--- src/rtl/imm_gen_pipe.sv ---
// Registered RISC-V immediate generator for decode.
// Output register plus one skid entry; saturating illegal counter.
module imm_gen_pipe #(
  parameter int XLEN  = 64,
  parameter int CNT_W = 16
) (
  input  logic             clk,
  input  logic             rst_n,
  input  logic             in_valid,
  output logic             in_ready,
  input  logic [31:0]      instruction,
  output logic             out_valid,
  input  logic             out_ready,
  output logic [XLEN-1:0]  imm_value,
  output logic [2:0]       imm_fmt,
  output logic             illegal,
  output logic [CNT_W-1:0] illegal_count
);

  typedef logic [XLEN-1:0] xword_t;

  typedef struct packed {
    xword_t     imm;
    logic [2:0] fmt;
    logic       ill;
  } res_t;

  localparam logic [2:0] FMT_R   = 3'd0;
  localparam logic [2:0] FMT_I   = 3'd1;
  localparam logic [2:0] FMT_S   = 3'd2;
  localparam logic [2:0] FMT_B   = 3'd3;
  localparam logic [2:0] FMT_U   = 3'd4;
  localparam logic [2:0] FMT_J   = 3'd5;
  localparam logic [2:0] FMT_ILL = 3'd7;
  localparam bit         RV64    = (XLEN == 64);

  logic [6:0] op;
  logic [2:0] f3;
  logic       sh_f3;
  logic       op_imm;
  logic       op_imm32;
  logic       op_i;
  logic       op_sh;
  logic       sh_bad;
  logic       op_s;
  logic       op_b;
  logic       op_u;
  logic       op_j;
  logic       op_r;
  xword_t     shamt;

  assign op       = instruction[6:0];
  assign f3       = instruction[14:12];
  assign sh_f3    = (f3 == 3'b001) || (f3 == 3'b101);
  assign op_imm   = (op == 7'b0010011);
  assign op_imm32 = RV64 && (op == 7'b0011011);
  assign op_i     = (op == 7'b0000011) || (op == 7'b1100111)
                 || ((op_imm || op_imm32) && !sh_f3);
  assign op_sh    = (op_imm || op_imm32) && sh_f3;
  assign sh_bad   = instruction[25] && (!RV64 || op_imm32);
  assign op_s     = (op == 7'b0100011);
  assign op_b     = (op == 7'b1100011);
  assign op_u     = (op == 7'b0110111) || (op == 7'b0010111);
  assign op_j     = (op == 7'b1101111);
  assign op_r     = (op == 7'b0110011) || (RV64 && (op == 7'b0111011));

  // 6-bit shamt only for the native-width RV64 shift
  assign shamt = (RV64 && op_imm) ? xword_t'(instruction[25:20])
                                  : xword_t'(instruction[24:20]);

  res_t dec;

  always_comb begin
    dec = '{imm: '0, fmt: FMT_ILL, ill: 1'b1};
    unique case (1'b1)
      op_i: dec = '{xword_t'($signed(instruction[31:20])), FMT_I, 1'b0};
      op_sh: begin
        if (!sh_bad) dec = '{shamt, FMT_I, 1'b0};
      end
      op_s: dec = '{xword_t'($signed({instruction[31:25],
                                      instruction[11:7]})),
                    FMT_S, 1'b0};
      op_b: dec = '{xword_t'($signed({instruction[31], instruction[7],
                                      instruction[30:25],
                                      instruction[11:8], 1'b0})),
                    FMT_B, 1'b0};
      op_u: dec = '{xword_t'($signed({instruction[31:12], 12'b0})),
                    FMT_U, 1'b0};
      op_j: dec = '{xword_t'($signed({instruction[31],
                                      instruction[19:12],
                                      instruction[20],
                                      instruction[30:21], 1'b0})),
                    FMT_J, 1'b0};
      op_r: dec = '{'0, FMT_R, 1'b0};
      default: ;
    endcase
  end

  res_t       out_q;
  res_t       out_n;
  res_t       skid_q;
  res_t       skid_n;
  logic       out_vld_n;
  logic       skid_full;
  logic       skid_full_n;
  logic       acc;
  logic       cons;

  assign acc  = in_valid && in_ready;
  assign cons = out_valid && out_ready;

  always_comb begin
    out_n       = out_q;
    skid_n      = skid_q;
    out_vld_n   = out_valid;
    skid_full_n = skid_full;
    if (!out_valid || cons) begin
      if (skid_full) begin
        out_n       = skid_q;
        out_vld_n   = 1'b1;
        skid_full_n = acc;
        if (acc) skid_n = dec;
      end else if (acc) begin
        out_n     = dec;
        out_vld_n = 1'b1;
      end else begin
        out_vld_n = 1'b0;
      end
    end else if (acc) begin
      skid_n      = dec;
      skid_full_n = 1'b1;
    end
  end

  always_ff @(posedge clk or negedge rst_n) begin
    if (!rst_n) begin
      out_q         <= '0;
      skid_q        <= '0;
      out_valid     <= 1'b0;
      skid_full     <= 1'b0;
      in_ready      <= 1'b0;
      illegal_count <= '0;
    end else begin
      out_q     <= out_n;
      skid_q    <= skid_n;
      out_valid <= out_vld_n;
      skid_full <= skid_full_n;
      in_ready  <= !skid_full_n;
      if (acc && dec.ill && !(&illegal_count))
        illegal_count <= illegal_count + 1'b1;
    end
  end

  assign imm_value = out_q.imm;
  assign imm_fmt   = out_q.fmt;
  assign illegal   = out_q.ill;

endmodule

--- config.mk ---
export PLATFORM = sky130hd
export DESIGN_NAME = imm_gen_pipe
export DESIGN_NICKNAME = d
export VERILOG_FILES = /design/src/rtl/imm_gen_pipe.sv
export SDC_FILE = /design/constraint.sdc
export NUM_CORES = 1
export LEC_CHECK = 0
export ABC_AREA = 0
export BUFFER_PORTS_ARGS = -buffer_cell sky130_fd_sc_hd__buf_2
export CAP_MARGIN = 15
export CORE_ASPECT_RATIO = 0.6
export CORE_MARGIN = 2
export CORE_UTILIZATION = 45
export DETAILED_ROUTE_END_ITERATION = 16
export GPL_TIMING_DRIVEN = 0
export PLACE_DENSITY = 0.66
export SLEW_MARGIN = 20
export SYNTH_ARGS = -nofsm -noshare
export SYNTH_HDL_FRONTEND = slang
export SYNTH_SLANG_ARGS = --single-unit
--- constraint.sdc ---
create_clock -name clk -period 3 [get_ports clk]
set_input_delay 0.15 -clock clk [delete_from_list [all_inputs] [get_ports clk]]
set_output_delay 0.15 -clock clk [all_outputs]
set_load 0.01 [all_outputs]
== Yosys cells after proc, flatten, opt, wreduce, memory -nomap -nowiden ==
Cells that the tools add are included.

* Bits in registers: 155
* Input bits: 36
* Output and inout bits: 86
* Word-level logic and storage cells: 59

* Add/subtract/negate cells: 1
* Equality and inequality tests: 14
* Multiplexer cells: 13
* Reduce and logical (&&, ||, !) cells: 21

{| class="wikitable"
|+ Operator list
! kind !! count
|-
| $pmux 68 s7 || 1
|-
| $mux 68 || 6
|-
| $eq 7x6->1 const B || 4
|-
| $eq 7x5->1 const B || 3
|-
| $eq 7x7->1 const B || 3
|-
| $add 16x1->16 const B || 1
|-
| $reduce_and 16->1 || 1
|-
| $eq 7x2->1 const B || 1
|-
| $logic_and 1x1->1 || 7
|-
| $logic_or 1x1->1 || 7
|-
| $mux 6 || 1
|-
| $mux 1 || 5
|-
| $logic_not 1->1 || 4
|-
| $eq 3x1->1 const B || 1
|-
| $eq 3x3->1 const B || 1
|-
| $ne 2x2->1 const B || 1
|-
| $reduce_and 2->1 || 1
|-
| $reduce_bool 2->1 || 1
|}

== Depth between registers and ports, before layout ==
Gate-level depths: netlist (run 1).

* Depth in word-level cells: 9
* Depth in mapped cells: 7

== Worst setup path after synthesis (run 1) ==
OpenSTA, ideal clock, no wires.

* Kind: reg2reg
* Start point: register illegal_count[0]
* End point: register illegal_count[1]
* Setup time: 128 ps
* Arrival time: 1725 ps
* Required time: 2872 ps
* Path slack: 1147 ps
* Stages on the path, launching flop included: 7
* Period minus slack after synthesis: 1853 ps
* Cells stage by stage: dfrtp_1 > ha_1 > and4_1 > nand2_1 > or3_1 > nand2_1 > mux2_1

* Cells in the longest elaborated chain, start to end: 3

{| class="wikitable"
|+ Ends and longest elaborated chain
! what !! line !! source
|-
| start, declared || 17 || <nowiki>output logic [CNT_W-1:0] illegal_count</nowiki>
|-
| start signal, assigned || 150 || <nowiki>illegal_count <= illegal_count + 1'b1;</nowiki>
|-
| parallel branches: the longest is 3 deep, another holds $add 16x1->16 || - ||
|}

Parallel ways; which one is timed is not known.
A chain may end at the register's enable or synchronous reset.

== Worst setup path after layout (run 1) ==
* Start point: register in_ready
* End point: register out_q (netlist bit imm_value[12])

* Cells in the longest elaborated chain, start to end: 3

{| class="wikitable"
|+ Ends and longest elaborated chain
! what !! line !! source
|-
| start, declared || 10 || <nowiki>output logic in_ready,</nowiki>
|-
| start signal, assigned || 148 || <nowiki>in_ready <= !skid_full_n;</nowiki>
|-
| $logic_and 1x1->1 || 109 || <nowiki>assign acc = in_valid && in_ready;</nowiki>
|-
| $reduce_bool 2->1 (no source line) || - ||
|-
| $reduce_and 2->1 (no source line) || - ||
|-
| end signal, assigned || 144 || <nowiki>out_q <= out_n;</nowiki>
|-
| end, declared || 99 || <nowiki>res_t out_q;</nowiki>
|}

No other way between the ends.

==> metrics.md, run 1 <==
| Metric | Value |
|---|---|
| HP Class | primary input to flip-flop |
| Initial antenna violation count | 1 |
| Post-CTS Setup Inserts | 0 |
| Tightest Pin Transition | ~1100 ps |
| Synth async-reset ratio | 1.00 |
| Remaining antenna violation count | 0 |
| Combinational share of power | 0.433 |
| Pin count of the biggest net entering global routing | 77 |
| Layout cell share with drive strength beyond 1 | 0.289 |
| Tot GR Track Use | 0.246 |
| Switching Fraction | 0.384 |
| Cells after Synth | approximately 490 |
| Yosys warns | 0 |
| Clk root buf | clkbuf_16 |
| Worst hold slack | about 81 ps |
| Clock-pin slew on the worst setup and hold paths | about 60 ps |
| Crit start category | flip-flop |
| Core area | between 9000 and 10000 µm² |
| Worst Path Max Fanout | 8 |
| Syn Area/Cell | between 9 and 10 µm² |
| Worst EP arrival | 2860 ps |
| Maximum vdd drop | around 0.00047 V |
| Util after Layout | 0.578 |
| Clock sinks | 91 |
| Number of hold violations in the final report | 0 |
| Max-cap violations | 0 |
| First-pass GRT wire length | 20600 µm |
| DIE HEIGHT | between 80 and 90 µm |
| Net Switching | 2.12 mW |
| HPWL after detailed placement | 9550 µm |
| Status | completed |
| Setup-failing EPs final | 0 |
| ANT cells | 0 |
| Area delta synth->final | 24.6% |
| Mapped Nets | roughly 530 |
| Layout Nets | 662 |
| Initial Util | 0.463 |
| Clock Latency Late Sink | around 340 ps |
| Top FF cell, synth | dfrtp_1 |
| Vias in the first global route | between 3000 and 4000 |
| Wire per inst | ~17 µm |
| Fmax | between 300 and 400 MHz |
| Crit Path Category | flip-flop to flip-flop |
| Area of the mapped netlist | 4560 µm² |
| Total global routing overflow | 0 |
| Clock period minus worst slack | between 2000 and 3000 ps |
| Slew Limit Headroom | 0.297 |
| Synth unique cells | between 50 and 60 |
| Int Pwr | roughly 3.4 mW |
| CTS max path bufs | 2 |
| Sequential share of power | 0.357 |
| Row count | 28 |
| Leak Pwr | about 2.6 nW |
| Setup TNS Final | 0 ps |
| Most frequent cells in the layout | buf_2 (125), dfrtp_1 (91), nand2_1 (62), a21oi_1 (55), o21ai_0 (44) |
| Initial DRC Count | about 360 |
| CTS tree | done |
| Die area | 11000 µm² |
| Commonest non-fill, non-tap cell in the layout | buf_2 |
| Max-slew violation count | 0 |
| Vias per Instance | roughly 5.4 |
| P per Cell Area | 970 nW/µm² |
| I/O Pins | 122 |
| Final worst path period share | 0.897 |
| R2r setup slk | just over 300 ps |
| Unrepaired setup endpoints after global routing | no |
| Critical Path RT | 3160 ps |
| Clk pwr share | 0.210 |
| Final wirelength | 12900 µm |
| DP Area | roughly 5400 µm² |
| Routed via count | 4147 |
| # port buffers | around 120 |
| Sequential fraction of the synthesis area | 0.499 |
| Final instance area | about 5700 µm² |
| Gpl congestion | 0.882 |
| CTS Buf Count | 9 |
| Synthesized flop and latch total | 91 |
| Post-synth EDFFs | 0 |
| Skew final | between 4 and 5 ps |
| Drt pass-1 iters | 5 |
| CP endpoint kind | flip-flop |
| Die X | around 130 µm |
| Drc violations | 0 |
| H-tree Lvls | 3 |
area by class of cell:
cell class / instances / area [µm²]
Inverter: 5 / 18.8
Multi-Input combinational cell: 336 / 1910
Fill cell: 911 / 4160
Clock buffer: 12 / 256
Tap cell: 135 / 169
Clock inverter: 4 / 48.8
Timing Repair Buffer: 123 / 649
Sequential cell: 91 / 2280
Buffer: 59 / 352
per-stage QoR:
step	total power, mW	std cells	worst slack [ps]
6_report	5.52	765	309
4_1_cts	5.54	765	359
5_1_grt	5.93	765	32.1
3_5_place_dp	4.38	748	344
2_1_floorplan	3.43	491	1150
3_3_place_gp	4.30	747	435
state kept, by name, indices dropped and copies added, names as in the netlist:
| register | count |
|---|---|
| imm_value | 32 |
| in_ready | 1 |
| skid_q | 36 |
| illegal | 1 |
| illegal_count | 16 |
| out_valid | 1 |
| imm_fmt | 3 |
| skid_full | 1 |
worst max-delay path, cell delays in order (launching register included):
cell and delay (ps):
dfrtp_1 370, nand2_1 190, a21oi_1 580, nand2_1 310
a31oi_1 840, a22oi_1 210
synthesized netlist by cell type, types with 5 or more instances:
| cell | number | area share |
|---|---|---|
| nor2b_1 | 7 | 0.0096 |
| nand4_1 | 6 | 0.0082 |
| buf_2 | 5 | 0.0055 |
| nor2_1 | 30 | 0.025 |
| nand2_1 | 62 | 0.051 |
| nand3_1 | 17 | 0.019 |
| o21ai_0 | 44 | 0.048 |
| and3_1 | 12 | 0.016 |
| a32oi_1 | 7 | 0.013 |
| xnor2_1 | 12 | 0.023 |
| a31oi_1 | 5 | 0.0069 |
| nand3b_1 | 18 | 0.030 |
| and2_1 | 5 | 0.0069 |
| dfrtp_1 | 91 | 0.50 |
| nor3_1 | 6 | 0.0066 |
| o21ai_1 | 10 | 0.011 |
| a21oi_1 | 55 | 0.060 |
| inv_1 | 5 | 0.0041 |
| nand2b_1 | 5 | 0.0069 |
| clkbuf_1 | 20 | 0.016 |
| buf_4 | 33 | 0.054 |
final timing paths:
path	start	to	depth (start not counted)
min reg2reg	skid_q[12]$_DFFE_PN0P_	skid_q[12]$_DFFE_PN0P_	2
max in group asynchronous	rst_n	imm_value[9]$_DFFE_PN0P_	3
max reg2reg	in_ready$_DFF_PN0_	imm_value[12]$_DFFE_PN0P_	5
min	instruction[18]	skid_q[22]$_DFFE_PN0P_	3
min in group asynchronous	rst_n	imm_value[28]$_DFFE_PN0P_	2
max	in_ready$_DFF_PN0_	imm_value[12]$_DFFE_PN0P_	5
metal layers:
| metal | vias up | global-route usage | wire [µm] |
|---|---|---|---|
| li1 | 1977 | - | - |
| met1 | 1990 | 0.389 | 6480 |
| met2 | 164 | 0.335 | 5300 |
| met3 | 14 | 0.0512 | 934 |
| met4 | 2 | 0.0681 | 141 |
| met5 | - | 0 | 11 |
repair_timing:
item | 4_1_cts | 5_1_grt
hold buffers | 1 | 0
gates resized for setup | 0 | 0
hold endpoints to repair | 91 | 0
power by group through the flow:
stage / Combinational [mW] / Sequential (mW) / Clock [mW]
final: 2.39 / 1.97 / 1.16
after global routing: 2.67 / 2.03 / 1.23
after global placement: 2.34 / 1.96 / 0
after floorplan: 1.39 / 2.05 / 0
after CTS: 2.40 / 1.96 / 1.17
after detailed placement: 2.39 / 1.99 / 0
cells by family (layout without fill, tap and decap cells):
family,count (synthesis),count (layout),synth area share
mux,4,4,0.00960
fa+ha+maj,1,1,0.00274
simple gates,178,178,0.200
buf+inv,64,203,0.0812
compound gates,141,141,0.184
xor+xnor,12,12,0.0230
flops,91,91,0.499
Note: power is estimated with default switching activity, not from simulation.
==> run 2, diff against run 1 <==
--- a/config.mk
+++ b/config.mk
@@ -11,6 +11,7 @@
 export CORE_ASPECT_RATIO = 0.6
 export CORE_MARGIN = 2
 export CORE_UTILIZATION = 45
+export CTS_BUF_LIST = sky130_fd_sc_hd__clkbuf_8
 export DETAILED_ROUTE_END_ITERATION = 16
 export GPL_TIMING_DRIVEN = 0
 export PLACE_DENSITY = 0.66
==> run 2 against run 1 <==
  * Register-to-register slack gained 20 ps
  * Count of clock-buffer cells in the layout shrank 1
  * Global-route usage is 0.17 points lower
  * Sequential power hardly changed
  * Sequential share of layout area grew 0.73 points
  * Clock skew up 2.1 ps
  * Critical path depth is the same
  * Critical path type unchanged
  * Critical endpoint unchanged
  * Largest cell class unchanged
  * Highest routed layer unchanged
==> metrics.md, run 2 (same netlist as run 1, synthesis figures left out) <==
| Metric | Value |
|---|---|
| Status | completed |
| Clock sinks | 91 (unchanged) |
| Wire per inst | 16.8 µm (about the same) |
| Total power | 5.21 mW (-5.5%) |
| Post-Layout Cell Count | 765 (unchanged) |
| Core area | 9840 µm² (unchanged) |
| CP endpoint kind | flip-flop |
| Clock period minus worst slack | 2670 ps (-17.6 ps) |
| Fillers | 927 (+1.8%) |
| Leak Pwr | 2.60 nW (-1.6%) |
| Top reg by flops | skid_q |
| Clock-pin slew on the worst setup and hold paths | 90 ps (+30 ps) |
| Met2 wire len | 5240 µm (-1.2%) |
| Most frequent cells in the layout | buf_2 (125), dfrtp_1 (91), nand2_1 (62), a21oi_1 (55), o21ai_0 (44) |
| Slew Limit Headroom | 0.308 (+0.0110) |
| P per Cell Area | 934 nW/µm² (-3.8%) |
| Row count | 28 (unchanged) |
| Max-slew violation count | 0 (unchanged) |
| Place WS | 344 ps (unchanged) |
| Remaining antenna violation count | 0 (unchanged) |
| DR top layer | met5 |
| Placed insts | 748 (unchanged) |
| Initial antenna violation count | 1 (unchanged) |
| Util after Layout | 0.567 (-0.0103) |
| Final WS setup | 326 ps (+17.6 ps) |
| Worst hold slack | 58.2 ps (-22.5 ps) |
| DIE HEIGHT | 82.0 µm (unchanged) |
| Crit Path Category | flip-flop to flip-flop |
| Area of the multi-input gates | 1910 µm² (unchanged) |
| Number of hold violations in the final report | 0 (unchanged) |
| ANT cells | 0 (unchanged) |
| Pin count of the biggest net entering global routing | 77 (unchanged) |
| Drc violations | 0 (unchanged) |
| Commonest non-fill, non-tap cell in the layout | buf_2 |
| CTS Buf Count | 9 (unchanged) |
| Max FFs per register | 36 (unchanged) |
| Max-cap violations | 0 (unchanged) |
| Final instance area | 5580 µm² (-1.8%) |
| Fmax | 374 MHz (+0.66%) |
| Met3 WL | 940 µm (+0.64%) |
| Vias per Instance | 5.42 (about the same) |
| I/O Pins | 122 (unchanged) |
| Final wirelength | 12900 µm (about the same) |
| H-tree Lvls | 3 (unchanged) |
| Clk root buf | clkbuf_8 |
| Setup-failing EPs final | 0 (unchanged) |
| HPWL after detailed placement | 9550 µm (unchanged) |
| Metal-1 WL | 6550 µm (+1.1%) |
| Unrepaired setup endpoints after global routing | no |
| Reg area | 2280 µm² (unchanged) |
| Setup TNS Final | 0 ps (unchanged) |
| Routed via count | 4143 (-0.096%) |
| Final worst path period share | 0.891 (-0.00586) |
| Tightest Pin Transition | 1030 ps (-16.4 ps) |
| Die X | 134 µm (unchanged) |
| DP Area | 5370 µm² (unchanged) |
| First-pass GRT wire length | 20500 µm (-0.84%) |
| Worst EP arrival | 2860 ps (about the same) |
| Layout Nets | 662 (unchanged) |
| Worst Path Max Fanout | 8 (unchanged) |
| CTS max path bufs | 2 (unchanged) |
| Tot GR Track Use | 0.245 (-0.00172) |
| Critical Path RT | 3190 ps (+30 ps) |
| # port buffers | 121 (unchanged) |
| HP Class | primary input to flip-flop |
| Total global routing overflow | 0 (unchanged) |
| Area delta synth->final | 22.4% |
| Layout cell share with drive strength beyond 1 | 0.289 (unchanged) |
| Die area | 11000 µm² (unchanged) |
| Clock Latency Late Sink | 360 ps (+20 ps) |
| Initial DRC Count | 332 (-8.0%) |
| Skew final | 6.93 ps (+2.15 ps) |
| Crit start category | flip-flop |
| Maximum vdd drop | 0.000402 V (-14%) |
| Gpl congestion | 0.882 (unchanged) |
| Vias in the first global route | 3837 (-1.1%) |
| CTS tree | done |
| Initial Util | 0.463 (unchanged) |
| Drt pass-1 iters | 4 (-1) |
-- run 2: cell count changes in the layout (fill, tap and decap cells not counted) --
cell | before | now
clkbuf_16 | 9 | 0
clkbuf_8 | 2 | 11
clkbuf_1 | 21 | 20
inv_1 | 5 | 6
-- run 2: worst max-delay path, stage by stage (launching register included) --
cell and delay, ps:
dfrtp_1 370, nand2_1 190, a21oi_1 580, nand2_1 310, a31oi_1 830, a22oi_1 210
-- run 2: layout make-up --
class                      count  share of cell area
buffer                        59              0.0630
inverter                       5             0.00336
timing repair buffer         123               0.116
multi-input combinational    336               0.343
tap                          135              0.0302
sequential                    91               0.408
clock buffer                  11              0.0271
clock inverter                 5             0.00941
-- run 2: final timing paths --
path,start,end,slack [ps],cells after the start
worst max-delay path,in_ready$_DFF_PN0_,imm_value[12]$_DFFE_PN0P_,330,5
worst min register to register,skid_q[14]$_DFFE_PN0P_,skid_q[14]$_DFFE_PN0P_,480,2
max in group asynchronous,rst_n,illegal_count[5]$_DFFE_PN0P_,2210,3
worst min-delay path,instruction[16],skid_q[20]$_DFFE_PN0P_,60,3
worst max register to register,in_ready$_DFF_PN0_,imm_value[12]$_DFFE_PN0P_,330,5
min in group asynchronous,rst_n,imm_value[28]$_DFFE_PN0P_,170,2
-- run 2: repair_timing --
action                                  4_1_cts  5_1_grt
setup buffers                                 0        0
hold buffers                                  1        0
endpoints found under the setup margin        0        0
resized for setup                             0        0
hold endpoints to repair                     91        0
-- run 2: power by group --
part	internal [mW]	total (mW)	switching, mW
Sequential	1.66	1.96	0.302
Clock	0.427	0.853	0.426
Combinational	1.05	2.40	1.35
Total	3.13	5.21	2.08
-- run 2: routing by layer --
metal	up-vias	global-route usage
li1	1977	-
met1	1982	0.386
met2	165	0.334
met3	17	0.0562
met4	2	0.0553
met5	-	0
==> run 3, diff against run 2 <==
--- a/config.mk
+++ b/config.mk
@@ -15,6 +15,7 @@
 export DETAILED_ROUTE_END_ITERATION = 16
 export GPL_TIMING_DRIVEN = 0
 export PLACE_DENSITY = 0.66
+export REMOVE_ABC_BUFFERS = 1
 export SLEW_MARGIN = 20
 export SYNTH_ARGS = -nofsm -noshare
 export SYNTH_HDL_FRONTEND = slang
==> run 3 against run 2 <==
  * Power decreased by 9.0%
  * Final area decreased by 5.4%
  * Core utilization decreased by 3.0 points
  * Sequential share of layout area increased by 2.4 points
  * Clock power decreased by 15%
  * Worst hold slack got worse by 12 ps
  * Critical path depth unchanged
  * Via count decreased by 5.9%
  * Sequential cell count unchanged
  * Count of clock-buffer cells in the layout decreased by 1
  * Critical path type unchanged
  * Largest cell class unchanged
  * Largest power group is now sequential cells
==> metrics.md, run 3 (same netlist as run 1, synthesis figures left out) <==
| Metric | Value |
|---|---|
| Met3 GRT Util | 0.0494 (-0.00679) |
| Sequential share of power | 0.428 (+0.051) |
| CTS Buf Count | 9 (unchanged) |
| Max-slew violation count | 0 (unchanged) |
| Initial DRC Count | 313 (-5.7%) |
| Final instance area | 5290 µm² (-5.4%) |
| Initial antenna violation count | 0 (-1) |
| Net Switching | 1.98 mW (-4.8%) |
| Setup TNS Final | 0 ps (unchanged) |
| Maximum vdd drop | 0.000357 V (-11%) |
| Worst hold slack | 46.3 ps (-11.9 ps) |
| Fillers | 938 (+1.2%) |
| Vias in the first global route | 3594 (-6.3%) |
| Clock period minus worst slack | 2620 ps (-50.0 ps) |
| Initial Util | 0.463 (unchanged) |
| Final WS setup | 376 ps (+50.0 ps) |
| Setup-failing EPs final | 0 (unchanged) |
| Max-cap violations | 0 (unchanged) |
| Area delta synth->final | 15.9% |
| Switching Fraction | 0.418 (+0.0186) |
| Clock-pin slew on the worst setup and hold paths | 90 ps (about the same) |
| H-tree Lvls | 3 (unchanged) |
| Vias per Instance | 5.49 (+1.3%) |
| Die area | 11000 µm² (unchanged) |
| Worst Path Max Fanout | 42 (+34) |
| Die X | 134 µm (unchanged) |
| Worst EP arrival | 2840 ps (-20 ps) |
| Skew final | 7.61 ps (+0.680 ps) |
| Layout Nets | 607 (-8.3%) |
| Critical Path RT | 3210 ps (+20 ps) |
| Most frequent cells in the layout | buf_2 (120), dfrtp_1 (90), nand2_1 (61), a21oi_1 (53), o21ai_0 (43) |
| Final worst path period share | 0.875 (-0.0167) |
| Max FFs per register | 36 (unchanged) |
| Unrepaired setup endpoints after global routing | no |
| # port buffers | 121 (unchanged) |
| Combinational share of power | 0.418 (-0.042) |
| Fmax | 381 MHz (+1.9%) |
| Drc violations | 0 (unchanged) |
| P per Cell Area | 898 nW/µm² (-3.9%) |
| Met2 Track Usage GR | 0.332 (-0.00256) |
| Core area | 9840 µm² (unchanged) |
| Clk pwr share | 0.153 (-0.011) |
| Int Pwr | 2.76 mW (-12%) |
| CP endpoint kind | flip-flop |
| HP Class | primary input to flip-flop |
| Most used routing layer | met2 |
| First-pass GRT wire length | 18700 µm (-8.7%) |
| Clock Latency Late Sink | 360 ps (about the same) |
| Slew Limit Headroom | 0.383 (+0.0750) |
| Total power | 4.74 mW (-9.0%) |
| HPWL after detailed placement | 8320 µm (-13%) |
| Routed via count | 3897 (-5.9%) |
| Crit Path Category | flip-flop to flip-flop |
| ANT cells | 0 (unchanged) |
| DP Area | 5090 µm² (-5.3%) |
| Gpl congestion | 0.870 (-1.3%) |
| Post-CTS Setup Inserts | 0 (unchanged) |
| Total global routing overflow | 0 (unchanged) |
| Leak Pwr | 2.40 nW (-7.7%) |
| Row count | 28 (unchanged) |
| Remaining antenna violation count | 0 (unchanged) |
| Status | completed |
| Final wirelength | 11900 µm (-7.4%) |
| Layout cell share with drive strength beyond 1 | 0.270 (-0.0193) |
| Pin count of the biggest net entering global routing | 76 (-1.3%) |
| Clk root buf | clkbuf_8 |
| I/O Pins | 122 (unchanged) |
| CTS max path bufs | 2 (unchanged) |
| Place WS | -594 ps (-938 ps) |
| Met1 GRT Util | 0.317 (-0.0688) |
| Tot GR Track Use | 0.222 (-0.0228) |
| Clock sinks | 91 (unchanged) |
| Tightest Pin Transition | 926 ps (-108 ps) |
| Wire per inst | 16.8 µm (-0.20%) |
| Drt pass-1 iters | 5 (+1) |
| Top reg by flops | skid_q |
| Crit start category | flip-flop |
| Commonest non-fill, non-tap cell in the layout | buf_2 |
| DIE HEIGHT | 82.0 µm (unchanged) |
| CTS tree | done |
| Number of hold violations in the final report | 0 (unchanged) |
run 3: cell count changes in the layout (fill, tap and decap cells not counted), moves of 2 or more:
cell / before / now
o21ai_2: 0 / 2
buf_2: 125 / 120
inv_1: 6 / 9
a21oi_1: 55 / 53
buf_4: 33 / 0
buf_6: 1 / 3
clkbuf_1: 20 / 0
a21oi_2: 0 / 2
run 3: what timing repair did:
item,CTS,global route
hold buffers,1,0
endpoints found under the hold margin,91,0
resized for setup,4,0
gates cloned,0,1
setup endpoints to repair,19,19
pin swaps,1,1
run 3: power by group through the flow:
| stage | Clock [mW] | Combinational, mW | Sequential [mW] |
|---|---|---|---|
| 6_report | 0.727 | 1.98 | 2.03 |
| 5_1_grt | 0.795 | 2.23 | 2.11 |
| 4_1_cts | 0.746 | 1.98 | 2.03 |
| 3_5_place_dp | 0 | 1.97 | 2.05 |
| 3_3_place_gp | 0 | 1.86 | 2.02 |
| 2_1_floorplan | 0 | 0.854 | 2.21 |
run 3: worst paths after layout:
| kind | startpoint | to | slack, ps | cells after the start |
|---|---|---|---|---|
| worst max-delay path | skid_full$_DFF_PN0_ | imm_value[13]$_DFFE_PN0P_ | 380 | 5 |
| worst max register to register | skid_full$_DFF_PN0_ | imm_value[13]$_DFFE_PN0P_ | 380 | 5 |
| worst min-delay path | instruction[16] | skid_q[20]$_DFFE_PN0P_ | 50 | 3 |
| min in group asynchronous | rst_n | imm_value[6]$_DFFE_PN0P_ | 170 | 2 |
| max in group asynchronous | rst_n | skid_full$_DFF_PN0_ | 2200 | 3 |
| worst min register to register | imm_fmt[2]$_DFFE_PN0P_ | imm_fmt[2]$_DFFE_PN0P_ | 480 | 2 |
run 3: stage by stage:
stage / utilization / cells
after CTS: 0.536 / 709
after global placement: 0.506 / 688
after detailed placement: 0.517 / 692
after floorplan: - / 432
after global routing: 0.537 / 710
final: 0.537 / 710
run 3: final cells by class:
cell class,instances,area (µm²),area share
flip-flops and latches,91,2280,0.432
multi-input cells,337,1960,0.372
repair buffers,126,687,0.130
well taps,135,169,0.0320
clock buffers,10,138,0.0260
clock inverters,6,27.5,0.00521
inverters,5,18.8,0.00355
run 3: critical path: stages, from the launching register on:
cell	delay, ps
dfrtp_4	740
inv_1	280
a21oi_4	440
nand2_2	320
a31oi_2	490
a22oi_1	180
run 3: layer usage:
layer  share of wire  vias up  routed length, µm
li1                -     1869                  -
met1            0.48     1867               5750
met2            0.42      142               5050
met3           0.077       19                914
met4           0.018        0                211
met5               0        -                  0
